## src/rtl/lm70_pkg.sv

```systemverilog
`default_nettype none
// ============================================================================
// Module      : lm70_pkg
// Description : Shared states, frame constants and decode helper for the
//               LM70 SPI sampler.
// Revision    : 1.0 - initial release
// ============================================================================
package lm70_pkg;

    typedef enum logic [2:0] {
        IDLE  = 3'd0,
        SETUP = 3'd1,
        SHIFT = 3'd2,
        HOLD  = 3'd3,
        GAP   = 3'd4
    } lm70_state_t;

    localparam int         LM70_FRAME_BITS = 16;
    localparam logic [4:0] LM70_ID_BITS    = 5'b11111;
    localparam int         LM70_RAW_W      = 11;

    // Dropping the two fractional bits of a signed value is a floor divide by 4.
    function automatic logic signed [8:0] lm70_raw_to_deg(input logic [LM70_RAW_W-1:0] raw);
        return $signed(raw[LM70_RAW_W-1:2]);
    endfunction

endpackage
`default_nettype wire

```

## src/rtl/lm70_avg4.sv

```systemverilog
`default_nettype none
// ============================================================================
// Module      : lm70_avg4
// Description : Running mean of the last four integer readings; produces
//               output only once four readings are in the history.
// Revision    : 1.0 - initial release
// ============================================================================
module lm70_avg4 (
    input  logic              clk,
    input  logic              rst,
    input  logic              in_valid_i,
    input  logic signed [8:0] in_deg_i,
    output logic              out_valid_o,
    output logic signed [8:0] out_deg_o
);

    logic signed [8:0]  h0_q, h1_q, h2_q;
    logic [1:0]         fill_q;
    logic               out_valid_q;
    logic signed [8:0]  out_deg_q;
    logic signed [10:0] sum_d;

    assign sum_d = 11'(in_deg_i) + 11'(h0_q) + 11'(h1_q) + 11'(h2_q);

    always_ff @(posedge clk) begin
        if (rst) begin
            h0_q        <= '0;
            h1_q        <= '0;
            h2_q        <= '0;
            fill_q      <= '0;
            out_valid_q <= 1'b0;
            out_deg_q   <= '0;
        end else begin
            out_valid_q <= 1'b0;
            if (in_valid_i) begin
                h0_q        <= in_deg_i;
                h1_q        <= h0_q;
                h2_q        <= h1_q;
                if (fill_q != 2'd3) begin
                    fill_q <= fill_q + 2'd1;
                end
                out_valid_q <= (fill_q == 2'd3);
                out_deg_q   <= sum_d[10:2];
            end
        end
    end

    assign out_valid_o = out_valid_q;
    assign out_deg_o   = out_deg_q;

endmodule
`default_nettype wire

```

## src/rtl/lm70_spi_sampler.sv

```systemverilog
`default_nettype none
// ============================================================================
// Module      : lm70_spi_sampler
// Description : Continuous LM70 read frames over SPI, decoded to integer C
//               and presented on a valid/ready port. Macro LM70_AVG_EN
//               selects 4-sample running-mean output.
// Revision    : 1.0 - initial release
// ============================================================================
module lm70_spi_sampler
    import lm70_pkg::*;
#(
    parameter int CLK_DIV    = 2,
    parameter int GAP_CYCLES = 8
) (
    input  logic        clk,
    input  logic        rst,
    input  logic        run,
    input  logic        miso,
    output logic        cs_n,
    output logic        sck,
    output logic        temp_valid,
    input  logic        temp_ready,
    output logic [7:0]  temp_c,
    output logic        temp_neg,
    output logic [10:0] temp_raw,
    output logic        busy,
    output logic        frame_err,
    output logic        overrun
);

    localparam int CNT_MAX = (CLK_DIV > GAP_CYCLES) ? CLK_DIV : GAP_CYCLES;
    localparam int CNT_W   = $clog2(CNT_MAX + 1);
    localparam logic [CNT_W-1:0] DIV_LAST = CNT_W'(CLK_DIV - 1);
    localparam logic [CNT_W-1:0] GAP_LAST = CNT_W'(GAP_CYCLES - 1);

    lm70_state_t                state_q;
    logic [CNT_W-1:0]           cnt_q;
    logic [4:0]                 bit_cnt_q;
    logic [LM70_FRAME_BITS-1:0] shift_q;
    logic                       cs_n_q;
    logic                       sck_q;

    logic                       hold_exit_d;
    logic                       id_ok_d;
    logic                       good_frame_d;
    logic [LM70_RAW_W-1:0]      frame_raw_d;
    logic signed [8:0]          frame_deg_d;

    assign hold_exit_d  = (state_q == HOLD) && (cnt_q == DIV_LAST);
    assign id_ok_d      = (shift_q[4:0] == LM70_ID_BITS);
    assign good_frame_d = hold_exit_d && id_ok_d;
    assign frame_raw_d  = shift_q[LM70_FRAME_BITS-1:5];
    assign frame_deg_d  = lm70_raw_to_deg(frame_raw_d);

    // The first bit is captured on the SETUP exit edge, which also raises sck.
    always_ff @(posedge clk) begin
        if (rst) begin
            state_q   <= IDLE;
            cnt_q     <= '0;
            bit_cnt_q <= '0;
            shift_q   <= '0;
            cs_n_q    <= 1'b1;
            sck_q     <= 1'b0;
        end else begin
            case (state_q)
                IDLE: begin
                    if (run) begin
                        state_q <= SETUP;
                        cs_n_q  <= 1'b0;
                        cnt_q   <= '0;
                    end
                end
                SETUP: begin
                    if (cnt_q == DIV_LAST) begin
                        state_q   <= SHIFT;
                        cnt_q     <= '0;
                        sck_q     <= 1'b1;
                        shift_q   <= {shift_q[LM70_FRAME_BITS-2:0], miso};
                        bit_cnt_q <= 5'd1;
                    end else begin
                        cnt_q <= cnt_q + CNT_W'(1);
                    end
                end
                SHIFT: begin
                    if (cnt_q != DIV_LAST) begin
                        cnt_q <= cnt_q + CNT_W'(1);
                    end else begin
                        cnt_q <= '0;
                        if (sck_q) begin
                            sck_q <= 1'b0;
                        end else if (bit_cnt_q == 5'(LM70_FRAME_BITS)) begin
                            state_q <= HOLD;
                        end else begin
                            sck_q     <= 1'b1;
                            shift_q   <= {shift_q[LM70_FRAME_BITS-2:0], miso};
                            bit_cnt_q <= bit_cnt_q + 5'd1;
                        end
                    end
                end
                HOLD: begin
                    if (cnt_q == DIV_LAST) begin
                        state_q <= GAP;
                        cs_n_q  <= 1'b1;
                        cnt_q   <= '0;
                    end else begin
                        cnt_q <= cnt_q + CNT_W'(1);
                    end
                end
                GAP: begin
                    if (cnt_q == GAP_LAST) begin
                        cnt_q <= '0;
                        if (run) begin
                            state_q <= SETUP;
                            cs_n_q  <= 1'b0;
                        end else begin
                            state_q <= IDLE;
                        end
                    end else begin
                        cnt_q <= cnt_q + CNT_W'(1);
                    end
                end
                default: begin
                    state_q <= IDLE;
                    cs_n_q  <= 1'b1;
                    sck_q   <= 1'b0;
                    cnt_q   <= '0;
                end
            endcase
        end
    end

    logic                  load_d;
    logic signed [8:0]     load_deg_d;
    logic [LM70_RAW_W-1:0] load_raw_d;

`ifdef LM70_AVG_EN
    logic                  avg_valid;
    logic signed [8:0]     avg_deg;
    logic [LM70_RAW_W-1:0] raw_pend_q;
    logic                  avg_pend_q;

    lm70_avg4 u_avg4 (
        .clk         (clk),
        .rst         (rst),
        .in_valid_i  (good_frame_d),
        .in_deg_i    (frame_deg_d),
        .out_valid_o (avg_valid),
        .out_deg_o   (avg_deg)
    );

    always_ff @(posedge clk) begin
        if (rst) begin
            raw_pend_q <= '0;
            avg_pend_q <= 1'b0;
        end else begin
            avg_pend_q <= good_frame_d;
            if (good_frame_d) begin
                raw_pend_q <= frame_raw_d;
            end
        end
    end

    assign load_d     = avg_valid;
    assign load_deg_d = avg_deg;
    assign load_raw_d = raw_pend_q;
    assign busy       = !cs_n_q || avg_pend_q;
`else
    assign load_d     = good_frame_d;
    assign load_deg_d = frame_deg_d;
    assign load_raw_d = frame_raw_d;
    assign busy       = !cs_n_q;
`endif

    logic        valid_q;
    logic        overrun_q;
    logic        frame_err_q;
    logic [7:0]  temp_c_q;
    logic        temp_neg_q;
    logic [10:0] temp_raw_q;

    // A load coinciding with a handshake replaces the accepted sample seamlessly.
    always_ff @(posedge clk) begin
        if (rst) begin
            valid_q     <= 1'b0;
            overrun_q   <= 1'b0;
            frame_err_q <= 1'b0;
            temp_c_q    <= '0;
            temp_neg_q  <= 1'b0;
            temp_raw_q  <= '0;
        end else begin
            frame_err_q <= hold_exit_d && !id_ok_d;
            if (load_d) begin
                temp_neg_q <= load_deg_d[8];
                temp_c_q   <= load_deg_d[8] ? 8'd0 : load_deg_d[7:0];
                temp_raw_q <= load_raw_d;
                valid_q    <= 1'b1;
                if (valid_q && !temp_ready) begin
                    overrun_q <= 1'b1;
                end
            end else if (valid_q && temp_ready) begin
                valid_q   <= 1'b0;
                overrun_q <= 1'b0;
            end
        end
    end

    assign cs_n       = cs_n_q;
    assign sck        = sck_q;
    assign temp_valid = valid_q;
    assign temp_c     = temp_c_q;
    assign temp_neg   = temp_neg_q;
    assign temp_raw   = temp_raw_q;
    assign frame_err  = frame_err_q;
    assign overrun    = overrun_q;

endmodule
`default_nettype wire

```

## config.mk

```make
export PLATFORM = sky130hd
export DESIGN_NAME = lm70_spi_sampler
export DESIGN_NICKNAME = d
export VERILOG_FILES = /design/src/rtl/lm70_pkg.sv /design/src/rtl/lm70_avg4.sv /design/src/rtl/lm70_spi_sampler.sv
export SDC_FILE = /design/constraint.sdc
export NUM_CORES = 1
export LEC_CHECK = 0
export BUFFER_PORTS_ARGS = -buffer_cell sky130_fd_sc_hd__buf_4
export CAP_MARGIN = 10
export CORE_ASPECT_RATIO = 1.75
export CORE_UTILIZATION = 51
export CTS_CLUSTER_SIZE = 25
export DETAILED_ROUTE_END_ITERATION = 8
export PLACE_DENSITY = 0.75
export REMOVE_ABC_BUFFERS = 1
export SYNTH_ARGS = -nofsm -noshare
export SYNTH_HDL_FRONTEND = slang
export SYNTH_SLANG_ARGS = --single-unit
```

## constraint.sdc

```tcl
create_clock -name clk -period 1.4 [get_ports clk]
set_input_delay 0.28 -clock clk [delete_from_list [all_inputs] [get_ports clk]]
set_output_delay 0.28 -clock clk [all_outputs]
set_load 0.03 [all_outputs]
```

Word-level counts from Yosys, hierarchy flattened
Index checks and enable logic that the tools add are counted.

word-level totals
  register bits after elaboration = 53
  latch bits = 0
  bits in writable memories = 0
  bits in read-only memories = 0
  input bits = 5
  output and inout port bits = 26
  logic and storage cells = 90
  memories kept = 0

cells by class
  add/subtract/negate cells = 2
  multiply operators = 0
  divide/modulo/power cells = 0
  $lt $le $gt $ge = 0
  equality and inequality tests = 18
  shifts and indexed selects = 0
  muxes and demuxes = 37
  bitwise logic cells = 2
  reductions and logical operators = 19

operators with widths
  operator               count
  $mux W16               4
  $pmux W16 S2           1
  $mux W3                7
  $mux W5                4
  $mux W4                4
  $pmux W4 S4            1
  $pmux W3 S5            1
  $ne A2 B2 Y1 const B   7
  $mux W1                11
  $eq A5 B5 Y1 const B   2
  $pmux W5 S2            1
  $mux W8                1
  $reduce_and A7 Y1      1
  $eq A3 B2 Y1 const B   2
  $reduce_and A3 Y1      2
  $add A5 B1 Y5 const B  1
  $logic_and A1 B1 Y1    5
  $reduce_and A5 Y1      1
  $add A4 B1 Y4 const B  1
  $eq A4 B1 Y1 const B   1
  $eq A4 B3 Y1 const B   1
  $ne A2 B1 Y1 const B   2
  $ne A4 B1 Y1 const B   1
  $pmux W1 S4            1
  10 further kinds       15

Depth between registers and ports, before layout
Gate-level depths: netlist of run 1.

  depth after elaboration = 5
  mapped depth = 8
  gate-level depth less buffers = 6

Worst setup path after synthesis of run 1
Ideal clock, no wire load.

  kind = reg-to-reg
  start point = reg sck_q (netlist: sck)
  end point = reg shift_q[10]
  arrival time = 1.473 ns
  slack = -0.205 ns
  cell stages (with the launch flop) = 6
  path through = dfxtp_1 or3b_1 o22a_1 buf_2 o21ai_1 a21oi_1

on the way
  word-level cells in the longest chain between the ends = 2

ends and longest elaborated chain
  item                                RTL line                RTL
  from (decl)                         lm70_spi_sampler.sv:41  logic sck_q;
  from (signal assigned)              lm70_spi_sampler.sv:63  sck_q <= 1'b0;
  from (signal assigned)              lm70_spi_sampler.sv:77  sck_q <= 1'b1;
  from (signal assigned)              lm70_spi_sampler.sv:90  sck_q <= 1'b0;
  $ne A2 B2 Y1 (no source line)       n/a
  $reduce_and A5 Y1 (no source line)  n/a
  to (signal assigned)                lm70_spi_sampler.sv:78  shift_q <= {shift_q[LM70_FRAME_BITS-2:0], miso};
  to (signal assigned)                lm70_spi_sampler.sv:95  shift_q <= {shift_q[LM70_FRAME_BITS-2:0], miso};
  to (decl)                           lm70_spi_sampler.sv:39  logic [LM70_FRAME_BITS-1:0] shift_q;

No other way between the ends.
A chain may end at the register's enable or synchronous reset.

Worst setup path in the final report of run 1
  start point = reg cnt_q[1]
  end point = reg temp_c_q[5] (netlist: temp_c[5])

on the way
  word-level cells in the longest chain between the ends = 3

ends and longest elaborated chain
  item                    RTL line                 RTL
  from (decl)             lm70_spi_sampler.sv:37   logic [CNT_W-1:0] cnt_q;
  from (signal assigned)  lm70_spi_sampler.sv:81   cnt_q <= cnt_q + CNT_W'(1);
  from (signal assigned)  lm70_spi_sampler.sv:86   cnt_q <= cnt_q + CNT_W'(1);
  from (signal assigned)  lm70_spi_sampler.sv:106  cnt_q <= cnt_q + CNT_W'(1);
  $eq A4 B1 Y1            lm70_spi_sampler.sv:49   assign hold_exit_d = (state_q == HOLD) && (cnt_q == DIV_LAST);
  $logic_and A1 B1 Y1     lm70_spi_sampler.sv:49
  $logic_and A1 B1 Y1     lm70_spi_sampler.sv:51   assign good_frame_d = hold_exit_d && id_ok_d;
  to (signal assigned)    lm70_spi_sampler.sv:194  temp_c_q <= load_deg_d[8] ? 8'd0 : load_deg_d[7:0];
  to (decl)               lm70_spi_sampler.sv:177  logic [7:0] temp_c_q;

No other way between the ends.

==> flow_summary_export.csv, run 1 <==
group,metric,value,unit
outcome,status,"complete, but fails checks",
outcome,violations,"setup timing",
power_and_ir_drop,p_clk_share,29.4,%
sta,worst_slew_pin_slew,0.361,ns
critical_path,path_buf_inv,2,
grt,grt_overflow_total,0,
synthesis,ys_seq_area_share,45.5,%
grt,globalRouteTotalUtil,24.8,%
flow_run,maxCapViolCount,0,
layout,fin_nets,340,
sta,setup_slack,-0.298,ns
critical_path,r2r_start,"cnt_q[1]",
power_and_ir_drop,pwr-share-comb,26.7,%
sta,fin_crit,1.70,ns
sta,rsz0062_at_grt,"yes",
route,wl,6600,µm
layout,multiInputGateArea,1420,µm²
critical_path,cp_cell_sequence,"inv_2 > ha_4 > and4bb_4 > nand4_4 > clkbuf_16 > or3b_1 > a21oi_1",
critical_path,crit_fanout,6,
synthesis,synthDistinctLibCells,47,
layout,seq_area,1050,µm²
sta,finClkSkew,0.00438,ns
route,drc,0,
route,dr_total_vias,2225,
layout,drive_above_1_share,47.6,%
critical_path,cp-end-kind,"register",
critical_path,rr_worst_depth,7,
clock_network,postCtsHoldBufs,0,
critical_path,worst-setup-path-type,"reg -> reg",
sta,fin_crit_sh,121,%
clock_network,numClockSinks,52,
grt,grt_pass1_wl,8870,µm
layout,syn2layout_area_growth,52.3,%
power_and_ir_drop,seqPwrFrac,43.9,%
synthesis,ys_seq_elements,52,
die,io_pins,31,
grt,antenna_found_initial,0,
sta,hold_viol,0,
power_and_ir_drop,p_per_area,1010,nW/µm²
critical_path,cp_slowest_cell,"dfxtp_2",
power_and_ir_drop,switching_share,29.5,%
sta,tns,-9.59,ns
synthesis,synthFlopType,"dfxtp_1",
route,dr.first_iter.drc_count,56,
critical_path,cp_top_family,"simple AND/OR/NAND/NOR gates",
die,dieHeight,90.6,µm
die,std_cell_rows,31,
synthesis,synthArstFlopShare,0,%
route,ant_nets,0,
die,die-area,4770,µm²
placed_design,port_buffers,30,
route,drt_first_pass_iters,4,
clock_network,insertion_delay,0.31,ns
clock_network,cts.clk_slew.worst_paths,0.09,ns
die,coreArea,4230,µm²
sta,relSlewSlack,75.9,%
clock_network,cts_tree,"yes",
critical_path,worstReg2RegEnd,"temp_c[5]",
layout,final_common_cell,"buf_4",
layout,fillers,239,
critical_path,max_stage_delay,0.34,ns
power_and_ir_drop,net-switching-power,1.03,mW
route,via_per_inst,5.84,
synthesis,ys_warn_count,0,
sta,finalSetupViolCount,47,
power_and_ir_drop,p_total,3.50,mW
clock_network,cts_made_buffers,5,
worst_hold_path,hold-path-cell-count,3,
critical_path,cp.required,1.65,ns
worst_hold_path,min_path_type,"in -> reg",
sta,hold_ws,0.227,ns
critical_path,cp.arrival,1.94,ns
grt,grt_max_degree,33,
power_and_ir_drop,ir_worst_vdd,0.875,mV
clock_network,cts-root-buf,"clkbuf_8",
grt,grt_pass1_vias,2038,
synthesis,avgSynthCellArea,9.11,µm²
sta,clock.fmax,0.589,GHz
layout,diodes,0,
synthesis,syn_inst,251,
power_and_ir_drop,power.internal,2.47,mW
route,post_drt_wl_per_cell,17.3,µm
critical_path,cp-start-kind,"register",
clock_network,ctsLongestPathBuffers,2,
synthesis,synth_edf_count,0,
die,initial_core_util,54.1,%
power_and_ir_drop,p_leak,1.41,nW
placed_design,gp_congestion,0.787,
synthesis,synth_area,2290,µm²
worst_hold_path,whs_endpoint,"shift_q[0]",
layout,layout_common_cells,"72 x buf_4, 47 x dfxtp_1, 17 x nand2_1, 17 x a21oi_2, 16 x mux2i_1",
critical_path,ff2ff_setup_slack,-0.30,ns
sta,final-max-slew-violation-count,0,
die,die_w,52.6,µm
clock_network,htree_num_levels,2,
worst_hold_path,hp-start,"miso",
placed_design,place_hpwl,3620,µm
[worst min-delay path, delay by kind of cell]
family,cells,cell delay (ns)
buffers and inverters,1,0.11
AOI/OAI and AO/OA,1,0.05
and+or+nand+nor,1,0.06
[flip-flops by register name (all words and copies together), names as in the netlist]
| register | count |
|---|---|
| cnt_q | 4 |
| overrun | 1 |
| bit_cnt_q | 5 |
| cs_n | 1 |
| temp_c | 8 |
| shift_q | 16 |
| sck | 1 |
| temp_raw | 10 |
| state_q | 3 |
| temp_valid | 1 |
| frame_err | 1 |
| temp_neg | 1 |
[Yosys cell counts, drive strengths merged (4+ instances only)]
cell type / number / area share [%]
clkbuf: 8 / 1.3
a31oi: 5 / 1.4
nor2: 18 / 3.4
nand3: 15 / 3.3
buf: 10 / 2.8
inv: 8 / 1.3
o21ai: 15 / 3.3
mux2i: 16 / 7.0
a311oi: 4 / 1.5
nand2b: 10 / 2.7
or3b: 9 / 3.4
a21oi: 28 / 6.1
nand2: 17 / 2.8
ha: 4 / 2.2
dfxtp: 52 / 46
[cell type report]
| class | instances | share of cell area [%] |
|---|---|---|
| clock buffer | 6 | 2.08 |
| multi-input combinational | 173 | 40.8 |
| tap | 49 | 1.76 |
| timing repair buffer | 91 | 23.4 |
| inverter | 8 | 0.862 |
| clock inverter | 2 | 1.01 |
| sequential | 52 | 30.1 |
[worst max-delay path by stage]
stage	endpoint	startpoint	cells after the start
CTS	temp_c[2]	cnt_q[1]	7
detailed placement	bit_cnt_q[2]	cnt_q[1]	7
floorplan	bit_cnt_q[2]	cnt_q[0]	5
global placement	bit_cnt_q[0]	cnt_q[1]	7
finish	temp_c[5]	cnt_q[1]	7
global route	temp_c[6]	cnt_q[1]	7
[through the flow]
step / setup slack [ns] / util, % / area, µm² / cells
3_5_place_dp: -0.231 / 67.9 / 2870 / 361
4_1_cts: -0.233 / 74.9 / 3170 / 375
6_report: -0.298 / 82.4 / 3480 / 381
3_3_place_gp: -0.185 / 67.9 / 2870 / 361
2_1_floorplan: -0.659 / - / 2190 / 233
5_1_grt: -0.342 / 82.4 / 3480 / 381
[power groups by stage]
stage	Sequential, mW	Combinational [mW]	Clock (mW)
after floorplan	1.60	0.257	0
after detailed placement	1.56	0.631	0
final	1.54	0.937	1.03
after global placement	1.56	0.630	0
after global routing	1.54	0.987	1.10
after CTS	1.53	0.714	1.03
[cell families after synthesis]
logic type,count (synthesis),share of synthesized area (%)
AND/OR/NAND/NOR,86,21.9
AO/OA/AOI/OAI,65,17.1
flip-flops,52,45.5
buffers and inverters,26,5.47
multiplexers,16,7.00
adder cells (fa/ha/maj),4,2.19
XOR/XNOR,2,0.766
[layer usage]
metal,part of all wire (%),track usage (%),up-vias
met5,0,0,-
met4,4.5,10.5,0
met3,3.6,4.38,29
met2,56,48.0,79
met1,36,23.4,1064
li1,-,-,1053
[what timing repair did]
| action | in CTS | in global routing |
|---|---|---|
| buffers inserted | 5 | 7 |
| resized for setup | 32 | 60 |
| endpoints found under the setup margin | 44 | 49 |
| pin swaps | 24 | 27 |
| gates cloned | 1 | 1 |
Note: power is estimated with default switching activity, not from simulation.
==> run 2: changes to the inputs <==
BUFFER_PORTS_ARGS = -buffer_cell sky130_fd_sc_hd__buf_2   (was -buffer_cell sky130_fd_sc_hd__buf_4)
CORE_UTILIZATION = 55   (was 51)
CTS_CLUSTER_DIAMETER = 200   (was default)
PLACE_DENSITY = 0.77   (was 0.75)
clock period = 2.08 ns   (was 1.4 ns; I/O delays follow)
==> run 2 against run 1 <==
  * The run now ends clean
  * Via count shrank 16%
  * Wire length down 31%
  * Final area shrank 25%
  * Sequential share of layout area is 9.5 points higher
  * Clock power is 33% lower
  * Die area fell by 7.1%
  * Count of clock-buffer cells in the layout is 1 lower
  * Critical path depth decreased by 2
  * First-iteration DRC count rose by 8.9%
  * Clock skew increased by 0.0025 ns
  * Worst setup slack gained 0.50 ns
  * Critical endpoint is now shift_q[12]
==> flow_summary_export.csv, run 2 (same netlist as run 1, synthesis figures left out) <==
group,metric,value,unit
outcome,status,"complete, no violations",
power_and_ir_drop,p_per_area,779,nW/µm²
placed_design,place_hpwl,3230,µm
layout,multiInputGateArea,1120,µm²
layout,fillers,346,
clock_network,cts_made_buffers,5,
grt,antenna_found_initial,0,
layout,instances_no_fill,332,
critical_path,worst-setup-path-type,"reg -> reg",
critical_path,cp_slowest_cell,"nor3b_2",
die,std_cell_rows,30,
sta,setup_slack,0.204,ns
clock_network,cts_setup_buffers,0,
critical_path,cp.required,2.32,ns
critical_path,max_stage_delay,0.42,ns
die,coreArea,3940,µm²
critical_path,cp-end-kind,"register",
critical_path,r2r_start,"cnt_q[0]",
power_and_ir_drop,p_leak,1.10,nW
route,dr_total_vias,1879,
layout,syn2layout_area_growth,14.8,%
sta,relSlewSlack,59.8,%
layout,layout_common_cells,"52 x dfxtp_1, 30 x buf_2, 28 x a21oi_1",
worst_hold_path,whs_endpoint,"shift_q[0]",
sta,hold_viol,0,
clock_network,postCtsHoldBufs,0,
route,ant_nets,0,
sta,worst_slew_pin_slew,0.603,ns
flow_run,maxCapViolCount,0,
layout,final_common_cell,"dfxtp_1",
route,post_drt_wl_per_cell,13.7,µm
route,drc,0,
layout,largest_register_ffs,16,
grt,grt_max_degree,34,
worst_hold_path,hold-path-cell-count,3,
worst_hold_path,min_path_type,"in -> reg",
placed_design,port_buffers,30,
clock_network,cts.clk_slew.worst_paths,0.09,ns
critical_path,ff2ff_setup_slack,0.20,ns
die,initial_core_util,58.0,%
die,die-area,4430,µm²
die,io_pins,31,
layout,stdcell_area,2630,µm²
die,die_w,50.7,µm
sta,final-max-slew-violation-count,0,
route,wl,4540,µm
layout,regMostFlops,"shift_q",
critical_path,cp_top_family,"simple AND/OR/NAND/NOR gates",
worst_hold_path,hp-start,"miso",
grt,globalRouteTotalUtil,22.8,%
sta,finClkSkew,0.00685,ns
sta,fin_crit_sh,90.2,%
placed_design,gp_congestion,0.784,
sta,hold_ws,0.359,ns
critical_path,worstReg2RegEnd,"shift_q[12]",
clock_network,numClockSinks,52,
power_and_ir_drop,p_total,2.05,mW
route,drt_first_pass_iters,4,
sta,finalSetupViolCount,0,
clock_network,insertion_delay,0.31,ns
sta,rsz0062_at_grt,"no",
clock_network,cts_tree,"yes",
die,dieHeight,87.3,µm
grt,grt_pass1_vias,1809,
grt,grt_pass1_wl,7760,µm
critical_path,path_buf_inv,0,
layout,seq_area,1040,µm²
clock_network,cts-root-buf,"clkbuf_8",
critical_path,rr_worst_depth,5,
clock_network,htree_num_levels,2,
critical_path,cp_cell_sequence,"ha_1 > nor3b_2 > nand2b_2 > nor2_4 > mux2i_1",
layout,postLayoutCoreUtil,66.6,%
layout,diodes,0,
critical_path,crit_fanout,14,
power_and_ir_drop,ir_worst_vdd,0.546,mV
route,dr.first_iter.drc_count,61,
layout,fin_nets,292,
critical_path,cp-start-kind,"register",
sta,tns,0,ns
placed_design,post-place-cells,324,
placed_design,place_ws,0.0892,ns
sta,clock.fmax,0.533,GHz
grt,grt_overflow_total,0,
layout,drive_above_1_share,21.5,%
clock_network,ctsLongestPathBuffers,2,
route,via_per_inst,5.66,
placed_design,postPlaceCellArea,2510,µm²
sta,fin_crit,1.88,ns
critical_path,path_depth,5,
critical_path,cp.arrival,2.11,ns
-- run 2: report_power, final --
part / leakage (nW) / switching, mW / internal [mW]
Sequential: 0.419 / 0.0208 / 1.02
Clock: 0.0541 / 0.335 / 0.356
Combinational: 0.623 / 0.213 / 0.106
Total: 1.10 / 0.568 / 1.48
-- run 2: how the worst max path moves through the flow --
stage	start	slack [ns]	endpoint
floorplan	cnt_q[0]	0.02	bit_cnt_q[2]
global placement	cnt_q[0]	0.13	bit_cnt_q[2]
detailed placement	cnt_q[0]	0.09	bit_cnt_q[4]
CTS	cnt_q[0]	0.07	shift_q[13]
global route	cnt_q[0]	0.02	shift_q[13]
finish	cnt_q[0]	0.20	shift_q[12]
-- run 2: repair_timing --
item / 4_1_cts / 5_1_grt
resized for setup: 0 / 1
setup endpoints to repair: 0 / 8
hold endpoints to repair: 0 / 0
-- run 2: routing by layer --
metal  track usage [%]  vias up  part of all wire [%]
met2              42.9       39                    56
met3              3.66        9                   2.3
met1              23.7      882                    40
li1                  -      949                     -
met5                 0        -                     0
met4              10.9        0                   1.9
-- run 2: final cells by class --
cell class / count / share of cell area [%]
Clock buffer: 5 / 2.62
Clock inverter: 3 / 1.62
Inverter: 8 / 1.14
Multi-Input combinational cell: 173 / 42.8
Sequential cell: 52 / 39.6
Tap cell: 48 / 2.29
Timing Repair Buffer: 43 / 9.91
-- run 2: worst reg2reg max path: cells and delay by family, from the launching register on --
| family | cells | cell delay (ns) |
|---|---|---|
| simple gates | 3 | 1.01 |
| flops | 1 | 0.41 |
| mux | 1 | 0.21 |
| fa+ha+maj | 1 | 0.19 |
==> run 3: changes to the inputs <==
CORE_ASPECT_RATIO = default   (was 1.75)
CTS_BUF_LIST = sky130_fd_sc_hd__clkbuf_4 sky130_fd_sc_hd__clkbuf_8 sky130_fd_sc_hd__clkbuf_16   (was default)
CTS_CLUSTER_SIZE = default   (was 25)
==> run 3 against run 2 <==
  * Sequential power hardly changed
  * Fmax is 2.2% higher
  * Die area is 0.23% lower
  * Critical path depth is 1 higher
  * Clock power is 2% higher
  * Worst setup slack better by 0.040 ns
  * Largest power group unchanged
  * First-iteration DRC count is 39% higher
  * Sequential share of layout area is 0.36 points higher
  * Critical endpoint is now bit_cnt_q[2]
  * Total power is 0.47% higher
  * Wire length is 5.8% lower
  * Combinational power is 2% lower
  * Flip-flop and latch count stayed put
==> flow_summary_export.csv, run 3 (same netlist as run 1, synthesis figures left out) <==
group,metric,value,unit
outcome,status,"complete, no violations",
critical_path,cp.arrival,2.05,ns
die,dieHeight,66.5,µm
die,io_pins,31,
grt,grt_max_degree,30,
critical_path,path_buf_inv,1,
die,initial_core_util,57.2,%
layout,largest_register_ffs,16,
route,drt_first_pass_iters,4,
layout,layout_common_cells,"52 x dfxtp_1, 30 x buf_2, 28 x a21oi_1",
critical_path,worst-setup-path-type,"reg -> reg",
sta,finalSetupViolCount,0,
clock_network,cts_made_buffers,5,
die,die_w,66.5,µm
critical_path,cp-start-kind,"register",
layout,final_common_cell,"dfxtp_1",
worst_hold_path,hold-path-cell-count,3,
route,drc,0,
critical_path,cp_top_family,"compound AO/OA/AOI/OAI gates",
clock_network,cts_setup_buffers,0,
clock_network,cts.clk_slew.worst_paths,0.10,ns
critical_path,max_stage_delay,0.49,ns
clock_network,postCtsHoldBufs,0,
clock_network,cts-root-buf,"clkbuf_8",
critical_path,cp_cell_sequence,"inv_1 > ha_1 > and4bb_2 > o22a_1 > nor2_4 > a311oi_1",
sta,clock.fmax,0.545,GHz
worst_hold_path,min_path_type,"in -> reg",
power_and_ir_drop,p_leak,1.08,nW
die,die-area,4420,µm²
placed_design,postPlaceCellArea,2490,µm²
critical_path,cp_slowest_cell,"o22a_1",
power_and_ir_drop,ir_worst_vdd,0.479,mV
layout,diodes,0,
sta,rsz0062_at_grt,"no",
route,dr.first_iter.drc_count,85,
sta,tns,0,ns
layout,stdcell_area,2600,µm²
sta,final-max-slew-violation-count,0,
route,dr_total_vias,1852,
critical_path,crit_fanout,14,
sta,worst_slew_pin_slew,0.527,ns
flow_run,maxCapViolCount,0,
grt,grt_overflow_total,0,
grt,globalRouteTotalUtil,21.7,%
die,coreArea,4000,µm²
layout,regMostFlops,"shift_q",
sta,fin_crit,1.84,ns
route,wl,4280,µm
clock_network,insertion_delay,0.31,ns
power_and_ir_drop,p_per_area,790,nW/µm²
layout,fin_nets,290,
placed_design,port_buffers,30,
route,via_per_inst,5.58,
sta,fin_crit_sh,88.3,%
die,std_cell_rows,23,
critical_path,cp-end-kind,"register",
grt,grt_pass1_wl,7310,µm
critical_path,cp.required,2.30,ns
route,ant_nets,0,
clock_network,cts_resized,0,
sta,hold_viol,0,
clock_network,htree_num_levels,2,
sta,relSlewSlack,64.8,%
layout,drive_above_1_share,20.6,%
sta,finClkSkew,0.00965,ns
layout,syn2layout_area_growth,13.8,%
placed_design,gp_congestion,0.784,
grt,antenna_found_initial,0,
clock_network,numClockSinks,52,
critical_path,rr_worst_depth,6,
grt,grt_pass1_vias,1688,
critical_path,path_depth,6,
placed_design,place_hpwl,2900,µm
route,post_drt_wl_per_cell,12.9,µm
clock_network,cts_tree,"yes",
clock_network,ctsLongestPathBuffers,2,
run 3: cell types whose count changed in the layout (fill, tap and decap cells not counted):
cell and change:
clkinv_2 -1, nand2b_1 +1, nand2b_2 -1, buf_4 -1, inv_6 +1, buf_12 -1
run 3: worst reg2reg max path, stage by stage (launching register included):
cell and delay [ns]:
dfxtp_1 0.35, inv_1 0.07, ha_1 0.14, and4bb_2 0.29
o22a_1 0.49, nor2_4 0.12, a311oi_1 0.29
run 3: path summary, 6_finish.rpt:
check	start	to	slack, ns
worst min register to register	temp_c[3]	temp_c[3]	0.45
worst max-delay path	bit_cnt_q[0]	bit_cnt_q[2]	0.24
worst min-delay path	miso	shift_q[0]	0.37
worst max register to register	bit_cnt_q[0]	bit_cnt_q[2]	0.24
run 3: area by class of cell:
type                            count  area, µm²
Sequential cell                    52       1040
Tap cell                           50       62.6
Timing Repair Buffer               41        233
Fill cell                         348       1400
Clock buffer                        5       68.8
Multi-Input combinational cell    173       1120
Inverter                            8       30.0
Clock inverter                      3       46.3
run 3: through the flow:
stage               util (%)  instances  power, mW  setup slack [ns]  hold WS, ns
floorplan                  -        233       1.25            0.0208        0.434
global placement        62.2        324       1.37             0.311        0.438
detailed placement      62.2        324       1.37             0.280        0.441
CTS                     65.1        332       2.07             0.248        0.360
global route            65.1        332       2.16            0.0410        0.372
finish                  65.1        332       2.05             0.244        0.365
run 3: per-layer routing:
| metal | GRT usage, % | part of all wire (%) |
|---|---|---|
| met2 | 35.7 | 46 |
| met1 | 27.3 | 49 |
| met5 | 0 | 0 |
| met4 | 7.71 | 1.4 |
| met3 | 5.65 | 3.4 |
run 3: report_power, final:
group	leakage [nW]	total, mW	internal (mW)	switching, mW
Clock	0.0548	0.707	0.363	0.344
Combinational	0.609	0.313	0.106	0.207
Sequential	0.419	1.04	1.02	0.0202
